==> config.mk <==
export PLATFORM = sky130hd
export DESIGN_NAME = tpu_cmd_bridge
export DESIGN_NICKNAME = d
export VERILOG_FILES = /design/src/rtl/tpu_cmd_bridge.sv
export SDC_FILE = /design/constraint.sdc
export NUM_CORES = 1
export LEC_CHECK = 0
export ABC_AREA = 1
export CAP_MARGIN = 40
export CORE_MARGIN = 1
export CORE_UTILIZATION = 50
export DETAILED_ROUTE_END_ITERATION = 6
export GPL_TIMING_DRIVEN = 0
export PLACE_DENSITY = 0.81
export SETUP_SLACK_MARGIN = 0.4
export SYNTH_ARGS = -nofsm -noshare
export SYNTH_HDL_FRONTEND = slang
export SYNTH_SLANG_ARGS = --single-unit
==> constraint.sdc <==
create_clock -name clk -period 9.1 [get_ports clk]
set_input_delay 1.365 -clock clk [delete_from_list [all_inputs] [get_ports clk]]
set_output_delay 1.365 -clock clk [all_outputs]
set_load 0.01 [all_outputs]
==> src/rtl/tpu_cmd_bridge.sv <==
// Host-command bridge: parses framed UART commands into weight/activation/config/start
// actions for an N-column MLP core and returns ACK/NAK, status and result bytes.
module tpu_cmd_bridge #(
    parameter int N_COLS      = 2,
    parameter int ACC_W       = 32,
    parameter int TIMEOUT_CYC = 1_000_000
) (
    input  logic                      clk,
    input  logic                      rst,
    input  logic                      rx_valid,
    input  logic [7:0]                rx_data,
    output logic                      tx_valid,
    output logic [7:0]                tx_data,
    input  logic                      tx_ready,
    output logic [N_COLS-1:0]         wf_push,
    output logic [7:0]                wf_data,
    output logic                      wf_reset,
    output logic                      init_act_valid,
    output logic [8*N_COLS-1:0]       init_act_data,
    output logic                      start_mlp,
    output logic                      weights_ready,
    output logic [2:0]                vpu_activation_type,
    output logic [15:0]               norm_gain,
    output logic [31:0]               norm_bias,
    output logic [4:0]                norm_shift,
    output logic [15:0]               q_inv_scale,
    output logic [7:0]                q_zero_point,
    input  logic [3:0]                mlp_state,
    input  logic                      acc_valid,
    input  logic [ACC_W*N_COLS-1:0]   acc_in,
    output logic                      err
);

    localparam logic [3:0]  NC4       = 4'(N_COLS);
    localparam logic [8:0]  ACT_LAST  = 9'(N_COLS - 1);
    localparam logic [7:0]  RES_BYTES = 8'(ACC_W / 8);
    localparam logic [31:0] TO_CYC    = 32'(TIMEOUT_CYC);
    localparam logic [7:0]  ACK       = 8'hA5;
    localparam logic [7:0]  NAK       = 8'hEE;

    typedef enum logic [2:0] {
        S_IDLE, S_GET_LEN, S_GET_DATA, S_GET_ACT, S_GET_CFG, S_RESP, S_TX_MULTI
    } state_t;

    state_t state, state_n;

    logic [3:0]                opc, arg, arg_q;
    logic [8:0]                cnt;
    logic [7:0]                resp_byte, tx_left, status_byte;
    logic [ACC_W-1:0]          tx_shift, shadow_sel, acc_sel;
    logic                      is_status, result_valid, timeout_flag;
    logic [N_COLS-1:0]         loaded, col_onehot;
    logic [ACC_W*N_COLS-1:0]   shadow;
    logic [8*N_COLS-1:0]       act_buf, act_asm;
    logic [31:0]               cfg_buf, cfg_asm, tmr;
    logic                      in_get, to_hit;
    logic dec_ack, dec_nak, dec_status, dec_result, dec_start, dec_clear;
    logic w_push, w_last, act_byte, act_last, cfg_byte, cfg_last;
    logic tx_hs, tx_last, overrun, abort;

    assign opc           = rx_data[7:4];
    assign arg           = rx_data[3:0];
    assign weights_ready = &loaded;
    assign tx_valid      = (state == S_RESP) || (state == S_TX_MULTI);
    assign tx_data       = (state == S_RESP) ? resp_byte : tx_shift[7:0];
    assign status_byte   = {mlp_state != 4'd0, err, result_valid, timeout_flag, mlp_state};
    assign in_get        = (state == S_GET_LEN) || (state == S_GET_DATA) ||
                           (state == S_GET_ACT) || (state == S_GET_CFG);
    // tmr counts silent cycles since the last byte; abort on the TIMEOUT_CYC-th one
    assign to_hit        = (TO_CYC != 32'd0) && in_get && !rx_valid &&
                           (tmr == TO_CYC - 32'd1);

    always_comb begin
        shadow_sel = '0;
        acc_sel    = '0;
        col_onehot = '0;
        act_asm    = act_buf;
        cfg_asm    = cfg_buf;
        for (int i = 0; i < N_COLS; i++) begin
            if (arg == 4'(i)) begin
                shadow_sel = shadow[i*ACC_W +: ACC_W];
                acc_sel    = acc_in[i*ACC_W +: ACC_W];
            end
            if (arg_q == 4'(i)) col_onehot[i] = 1'b1;
            if (cnt == 9'(i)) act_asm[i*8 +: 8] = rx_data;
        end
        for (int i = 0; i < 4; i++) begin
            if (cnt == 9'(i)) cfg_asm[i*8 +: 8] = rx_data;
        end
    end

    always_ff @(posedge clk or posedge rst) begin
        if (rst) state <= S_IDLE;
        else     state <= state_n;
    end

    always_comb begin
        state_n    = state;
        dec_ack    = 1'b0;
        dec_nak    = 1'b0;
        dec_status = 1'b0;
        dec_result = 1'b0;
        dec_start  = 1'b0;
        dec_clear  = 1'b0;
        w_push     = 1'b0;
        w_last     = 1'b0;
        act_byte   = 1'b0;
        act_last   = 1'b0;
        cfg_byte   = 1'b0;
        cfg_last   = 1'b0;
        tx_hs      = 1'b0;
        tx_last    = 1'b0;
        overrun    = 1'b0;
        abort      = 1'b0;
        case (state)
            S_IDLE: if (rx_valid) begin
                case (opc)
                    4'h1: if (arg < NC4) state_n = S_GET_LEN; else dec_nak = 1'b1;
                    4'h2: if (arg == 4'd0) state_n = S_GET_ACT; else dec_nak = 1'b1;
                    4'h3: if (arg <= 4'd5) state_n = S_GET_CFG; else dec_nak = 1'b1;
                    4'h4: if (arg == 4'd0 && mlp_state == 4'd0 && weights_ready) begin
                        dec_start = 1'b1;
                        dec_ack   = 1'b1;
                    end else dec_nak = 1'b1;
                    4'h5: if (arg == 4'd0) dec_status = 1'b1; else dec_nak = 1'b1;
                    4'h6: if (arg < NC4) dec_result = 1'b1; else dec_nak = 1'b1;
                    4'h7: if (arg == 4'd0) begin
                        dec_clear = 1'b1;
                        dec_ack   = 1'b1;
                    end else dec_nak = 1'b1;
                    default: dec_nak = 1'b1;
                endcase
                if (dec_ack || dec_nak)          state_n = S_RESP;
                else if (dec_status || dec_result) state_n = S_TX_MULTI;
            end
            S_GET_LEN: begin
                if (rx_valid)    state_n = S_GET_DATA;
                else if (to_hit) begin state_n = S_IDLE; abort = 1'b1; end
            end
            S_GET_DATA: begin
                if (rx_valid) begin
                    w_push = 1'b1;
                    if (cnt == 9'd1) begin
                        w_last  = 1'b1;
                        dec_ack = 1'b1;
                        state_n = S_RESP;
                    end
                end else if (to_hit) begin state_n = S_IDLE; abort = 1'b1; end
            end
            S_GET_ACT: begin
                if (rx_valid) begin
                    act_byte = 1'b1;
                    if (cnt == ACT_LAST) begin
                        act_last = 1'b1;
                        dec_ack  = 1'b1;
                        state_n  = S_RESP;
                    end
                end else if (to_hit) begin state_n = S_IDLE; abort = 1'b1; end
            end
            S_GET_CFG: begin
                if (rx_valid) begin
                    cfg_byte = 1'b1;
                    if (cnt == 9'd3) begin
                        cfg_last = 1'b1;
                        dec_ack  = 1'b1;
                        state_n  = S_RESP;
                    end
                end else if (to_hit) begin state_n = S_IDLE; abort = 1'b1; end
            end
            S_RESP: begin
                overrun = rx_valid;
                if (tx_ready) state_n = S_IDLE;
            end
            S_TX_MULTI: begin
                overrun = rx_valid;
                if (tx_ready) begin
                    tx_hs = 1'b1;
                    if (tx_left == 8'd1) begin
                        tx_last = 1'b1;
                        state_n = S_IDLE;
                    end
                end
            end
            default: state_n = S_IDLE;
        endcase
    end

    always_ff @(posedge clk or posedge rst) begin
        if (rst) begin
            arg_q               <= '0;
            cnt                 <= '0;
            resp_byte           <= '0;
            tx_left             <= '0;
            tx_shift            <= '0;
            is_status           <= 1'b0;
            result_valid        <= 1'b0;
            timeout_flag        <= 1'b0;
            err                 <= 1'b0;
            loaded              <= '0;
            shadow              <= '0;
            act_buf             <= '0;
            cfg_buf             <= '0;
            tmr                 <= '0;
            wf_push             <= '0;
            wf_data             <= '0;
            wf_reset            <= 1'b0;
            init_act_valid      <= 1'b0;
            init_act_data       <= '0;
            start_mlp           <= 1'b0;
            vpu_activation_type <= '0;
            norm_gain           <= 16'h0100;
            norm_bias           <= '0;
            norm_shift          <= '0;
            q_inv_scale         <= '0;
            q_zero_point        <= '0;
        end else begin
            wf_push        <= '0;
            wf_reset       <= 1'b0;
            init_act_valid <= 1'b0;
            start_mlp      <= 1'b0;

            if (!in_get || rx_valid) tmr <= '0;
            else                     tmr <= tmr + 32'd1;

            if (state == S_IDLE && rx_valid) begin
                arg_q <= arg;
                cnt   <= '0;
            end
            if (state == S_GET_LEN && rx_valid)
                cnt <= (rx_data == 8'd0) ? 9'd256 : {1'b0, rx_data};

            if (w_push) begin
                wf_push <= col_onehot;
                wf_data <= rx_data;
                cnt     <= cnt - 9'd1;
            end
            if (dec_clear) begin
                wf_reset <= 1'b1;
                loaded   <= '0;
            end else if (w_last) begin
                loaded <= loaded | col_onehot;
            end

            // Partial activation/config bytes stay in the staging buffers until the last byte
            if (act_byte) begin
                act_buf <= act_asm;
                cnt     <= cnt + 9'd1;
            end
            if (act_last) begin
                init_act_data  <= act_asm;
                init_act_valid <= 1'b1;
            end
            if (cfg_byte) begin
                cfg_buf <= cfg_asm;
                cnt     <= cnt + 9'd1;
            end
            if (cfg_last) begin
                case (arg_q)
                    4'd0:    vpu_activation_type <= cfg_asm[2:0];
                    4'd1:    norm_gain           <= cfg_asm[15:0];
                    4'd2:    norm_bias           <= cfg_asm;
                    4'd3:    norm_shift          <= cfg_asm[4:0];
                    4'd4:    q_inv_scale         <= cfg_asm[15:0];
                    4'd5:    q_zero_point        <= cfg_asm[7:0];
                    default: ;
                endcase
            end

            if (dec_start) start_mlp <= 1'b1;
            if (dec_ack)   resp_byte <= ACK;
            if (dec_nak)   resp_byte <= NAK;

            if (dec_status) begin
                tx_shift      <= '0;
                tx_shift[7:0] <= status_byte;
                tx_left       <= 8'd1;
                is_status     <= 1'b1;
            end else if (dec_result) begin
                tx_shift  <= acc_valid ? acc_sel : shadow_sel;
                tx_left   <= RES_BYTES;
                is_status <= 1'b0;
            end else if (tx_hs) begin
                tx_shift <= tx_shift >> 8;
                tx_left  <= tx_left - 8'd1;
            end

            if (acc_valid) shadow <= acc_in;

            if (acc_valid)                   result_valid <= 1'b1;
            else if (tx_last && !is_status)  result_valid <= 1'b0;

            if (dec_nak || overrun || abort) err <= 1'b1;
            else if (tx_last && is_status)   err <= 1'b0;

            if (abort)                       timeout_flag <= 1'b1;
            else if (tx_last && is_status)   timeout_flag <= 1'b0;
        end
    end

endmodule
==> flow_results.xml <==
<?xml version="1.0" encoding="UTF-8"?>
<metrics>
  <group name="critical_path">
    <metric name="cp-start-kind" unit="">flop</metric>
    <metric name="worst_ep_required_time" unit="ps">7740</metric>
    <metric name="regToRegEndpoint" unit="">norm_gain[5]</metric>
    <metric name="rr_worst_depth" unit="">13</metric>
    <metric name="critical_path.max_fanout" unit="">8</metric>
    <metric name="data_arrival_time_of_the_worst_path" unit="ps">2810</metric>
    <metric name="crit_start" unit="">state[0]</metric>
    <metric name="critPathCaptureType" unit="">output pin</metric>
    <metric name="crit_type" unit="">flop to output pin</metric>
    <metric name="worst_r2r_startpoint" unit="">cnt[0]</metric>
    <metric name="setup.reg_to_reg.worst_slack" unit="ps">6830</metric>
    <metric name="setup.worst_path.end" unit="">tx_data[0]</metric>
  </group>
  <group name="sta">
    <metric name="period_utilization" unit="%">45.9</metric>
    <metric name="final-setup-viol-count" unit="">0</metric>
    <metric name="timing.clock.skew" unit="ps">15.0</metric>
    <metric name="timing_max_transition_violations_final" unit="">0</metric>
    <metric name="final-hold-violation-count" unit="">0</metric>
    <metric name="rsz0062_at_grt" unit="">no</metric>
    <metric name="tightest_slew" unit="ps">798</metric>
    <metric name="fin_setup_tns" unit="ps">0</metric>
    <metric name="maxSlewHeadroom" unit="%">46.8</metric>
    <metric name="final_period_minus_worst_setup_slack" unit="ps">4170</metric>
    <metric name="fmax" unit="MHz">240</metric>
  </group>
  <group name="pwr">
    <metric name="powerDensity" unit="nW/um^2">229</metric>
    <metric name="cellLeakagePower" unit="nW">8.56</metric>
    <metric name="largest_voltage_drop_on_the_vdd_net" unit="uV">122</metric>
  </group>
  <group name="grt">
    <metric name="via_count_of_the_first_global_routing_pass" unit="">13200</metric>
    <metric name="grt-ovfl-total" unit="">0</metric>
    <metric name="gr-usage-met2" unit="%">46.7</metric>
    <metric name="grt.met1_usage" unit="%">37.3</metric>
    <metric name="grt-busiest-layer" unit="">met2</metric>
    <metric name="grt_antenna_before_repair" unit="">2</metric>
    <metric name="maximum_number_of_pins_on_one_net_before_global_route_repair" unit="">41</metric>
    <metric name="grt_pass1_wl" unit="microns">68300</metric>
    <metric name="grt_util_all_layers" unit="%">28.2</metric>
    <metric name="grt.met3_usage" unit="%">4.35</metric>
  </group>
  <group name="cts">
    <metric name="postCtsSetupBuffers" unit="">0</metric>
    <metric name="postcts_resize_cnt" unit="">0</metric>
    <metric name="clkLatencyLatePin" unit="ps">510</metric>
    <metric name="inserted_clock_buffers" unit="">34</metric>
    <metric name="cts_tree" unit="">yes</metric>
    <metric name="cts-hold-fix-buffers" unit="">0</metric>
    <metric name="clkSinkCount" unit="">310</metric>
    <metric name="cts_root_buffer" unit="">clkbuf_16</metric>
    <metric name="cts.clk_slew.worst_paths" unit="ps">50</metric>
    <metric name="cts_max_level" unit="">2</metric>
    <metric name="clockBufferDepth" unit="">3</metric>
  </group>
  <group name="synth">
    <metric name="synth_area_per_inst" unit="sq um">7.96</metric>
    <metric name="ys_async_sr_fraction" unit="%">100</metric>
    <metric name="synthesized_area" unit="sq um">14800</metric>
    <metric name="synth_top_cell_area_share" unit="%">52.2</metric>
    <metric name="synth_ff_type" unit="">dfrtp_1</metric>
    <metric name="seq_area_frac_synth" unit="%">52.3</metric>
    <metric name="yosysWarnings" unit="">0</metric>
    <metric name="synth-edff-count" unit="">0</metric>
    <metric name="ys_top_cells_by_area" unit="">dfrtp_1 52%, nand2_1 14%, o21ai_0 7.8%</metric>
    <metric name="synth_nets" unit="">1950</metric>
    <metric name="post_synthesis_register_bit_count" unit="">310</metric>
    <metric name="synth_largest_area_cell" unit="">dfrtp_1</metric>
    <metric name="yosysUniqueCellTypes" unit="">46</metric>
    <metric name="postSynthCellCount" unit="">1862</metric>
  </group>
  <group name="cells_and_area">
    <metric name="final_cell_mix" unit="">570 x nand2_1, 309 x dfrtp_1, 231 x o21ai_0</metric>
    <metric name="final_area" unit="sq um">18600</metric>
    <metric name="most_common_cell_after_layout_fill_and_taps_aside" unit="">nand2_1</metric>
    <metric name="layout.nets" unit="">2189</metric>
    <metric name="layout-area-overhead-vs-synth" unit="%">25.4</metric>
    <metric name="final.fill_count" unit="">2420</metric>
    <metric name="n_antenna_cell" unit="">0</metric>
    <metric name="share_of_layout_cells_above_drive_strength_1" unit="%">6.83</metric>
  </group>
  <group name="floorplanning">
    <metric name="placementRows" unit="">62</metric>
    <metric name="core_area" unit="sq um">28900</metric>
    <metric name="initial_core_util" unit="%">51.2</metric>
    <metric name="chipHeight" unit="microns">174</metric>
    <metric name="die_area" unit="sq um">30300</metric>
    <metric name="top_level_ports" unit="">201</metric>
    <metric name="die-width" unit="microns">174</metric>
  </group>
  <group name="placed_design">
    <metric name="post-dp-hpwl" unit="microns">31400</metric>
    <metric name="quantity_of_i_o_buffers_inserted_on_ports" unit="">195</metric>
    <metric name="dpl-instance-area" unit="sq um">17400</metric>
    <metric name="gp_congestion" unit="">0.931</metric>
  </group>
  <group name="drt">
    <metric name="remaining_drc_errors" unit="">0</metric>
    <metric name="route.vias.total" unit="">13700</metric>
    <metric name="route.antenna.remaining_nets" unit="">0</metric>
    <metric name="routed_wl" unit="microns">42200</metric>
    <metric name="initial_detailed_routing_violation_count" unit="">1288</metric>
    <metric name="wl_per_cell" unit="microns">16.8</metric>
    <metric name="routed_via_density" unit="">5.46</metric>
    <metric name="drt_pre_antenna_iters" unit="">6</metric>
  </group>
  <group name="hold_path">
    <metric name="hold_class" unit="">flop to flop</metric>
  </group>
  <group name="run_status">
    <metric name="run_status" unit="">finished clean</metric>
  </group>
  <group name="flow_run">
    <metric name="drv_cap" unit="">0</metric>
  </group>
</metrics>
==> how the worst min path moves through the flow <==
stage	slack, ps	to	start	cells past startpoint
after floorplan	430	shadow[16]	shadow[16]	2
after global placement	450	shadow[22]	shadow[22]	2
after detailed placement	450	shadow[18]	shadow[18]	2
after CTS	460	shadow[18]	shadow[18]	2
after global routing	490	shadow[46]	shadow[46]	2
final	460	shadow[52]	shadow[52]	2
==> cells by family (layout without fill, tap and decap cells) <==
kind of cell	Yosys count	after routing	share of synthesized area (%)
compound gates	399	399	14.1
flops	310	310	52.3
fa+ha+maj	7	7	0.591
xor+xnor	31	31	1.83
buf+inv	245	506	6.74
simple gates	870	870	24.4
==> power breakdown <==
group	switching, W	internal [W]	leakage [nW]
Clock	0.000541	0.000895	0.571
Sequential	0.000135	0.00159	4.06
Combinational	0.000703	0.000396	3.93
==> registers in the layout, summed over array words and instances, names as in the netlist, 2 cells and up <==
name,count
shadow,64
cfg_buf,32
norm_bias,32
tmr,32
tx_shift,32
init_act_data,16
norm_gain,16
q_inv_scale,16
cnt,9
act_buf,8
q_zero_point,8
tx_left,8
wf_data,8
norm_shift,5
arg_q,4
resp_byte,3
state,3
vpu_activation_type,3
loaded,2
wf_push,2
==> worst max-delay path: stages, from the launching register on <==
cell and delay (ps):
dfrtp_1 500, inv_2 110, nor3_1 610, inv_1 280, o21ai_0 250, clkdlybuf4s50_1 570
==> metal layers <==
layer  routed length [microns]  part of all wire, %
met1                     17600                   42
met2                     19700                   47
met3                      3130                  7.4
met4                      1680                  4.0
met5                        13                0.031
==> Yosys cell counts (17+ instances only) <==
library cell,instances
a21oi_1,64
buf_2,28
clkbuf_1,40
dfrtp_1,309
inv_1,146
nand2_1,570
nand3_1,36
nand4_1,17
nor2_1,183
nor3_1,26
o21ai_0,231
o21ai_1,63
xor2_1,24
==> stage by stage <==
step | setup WS, ps | hold slack (ps) | cells | util [%] | total power [W]
floorplan | 3610 | 431 | 1862 | - | 0.00242
detailed placement | 5350 | 450 | 2449 | 60.2 | 0.00283
global route | 4870 | 487 | 2507 | 64.2 | 0.00449
global placement | 1580 | 446 | 2441 | 59.7 | 0.00279
finish | 4930 | 463 | 2507 | 64.2 | 0.00426
CTS | 5000 | 464 | 2507 | 64.2 | 0.00427
==> layout make-up <==
class	count	area, sq um	share of cell area [%]
Buffer	81	379	2.04
Clock buffer	49	988	5.32
Clock inverter	9	174	0.936
Inverter	164	624	3.36
Multi-Input combinational cell	1307	6070	32.6
Sequential cell	310	7760	41.7
Tap cell	384	480	2.59
Timing Repair Buffer	203	2110	11.4
No activity file was read; power rests on OpenSTA's default activity.
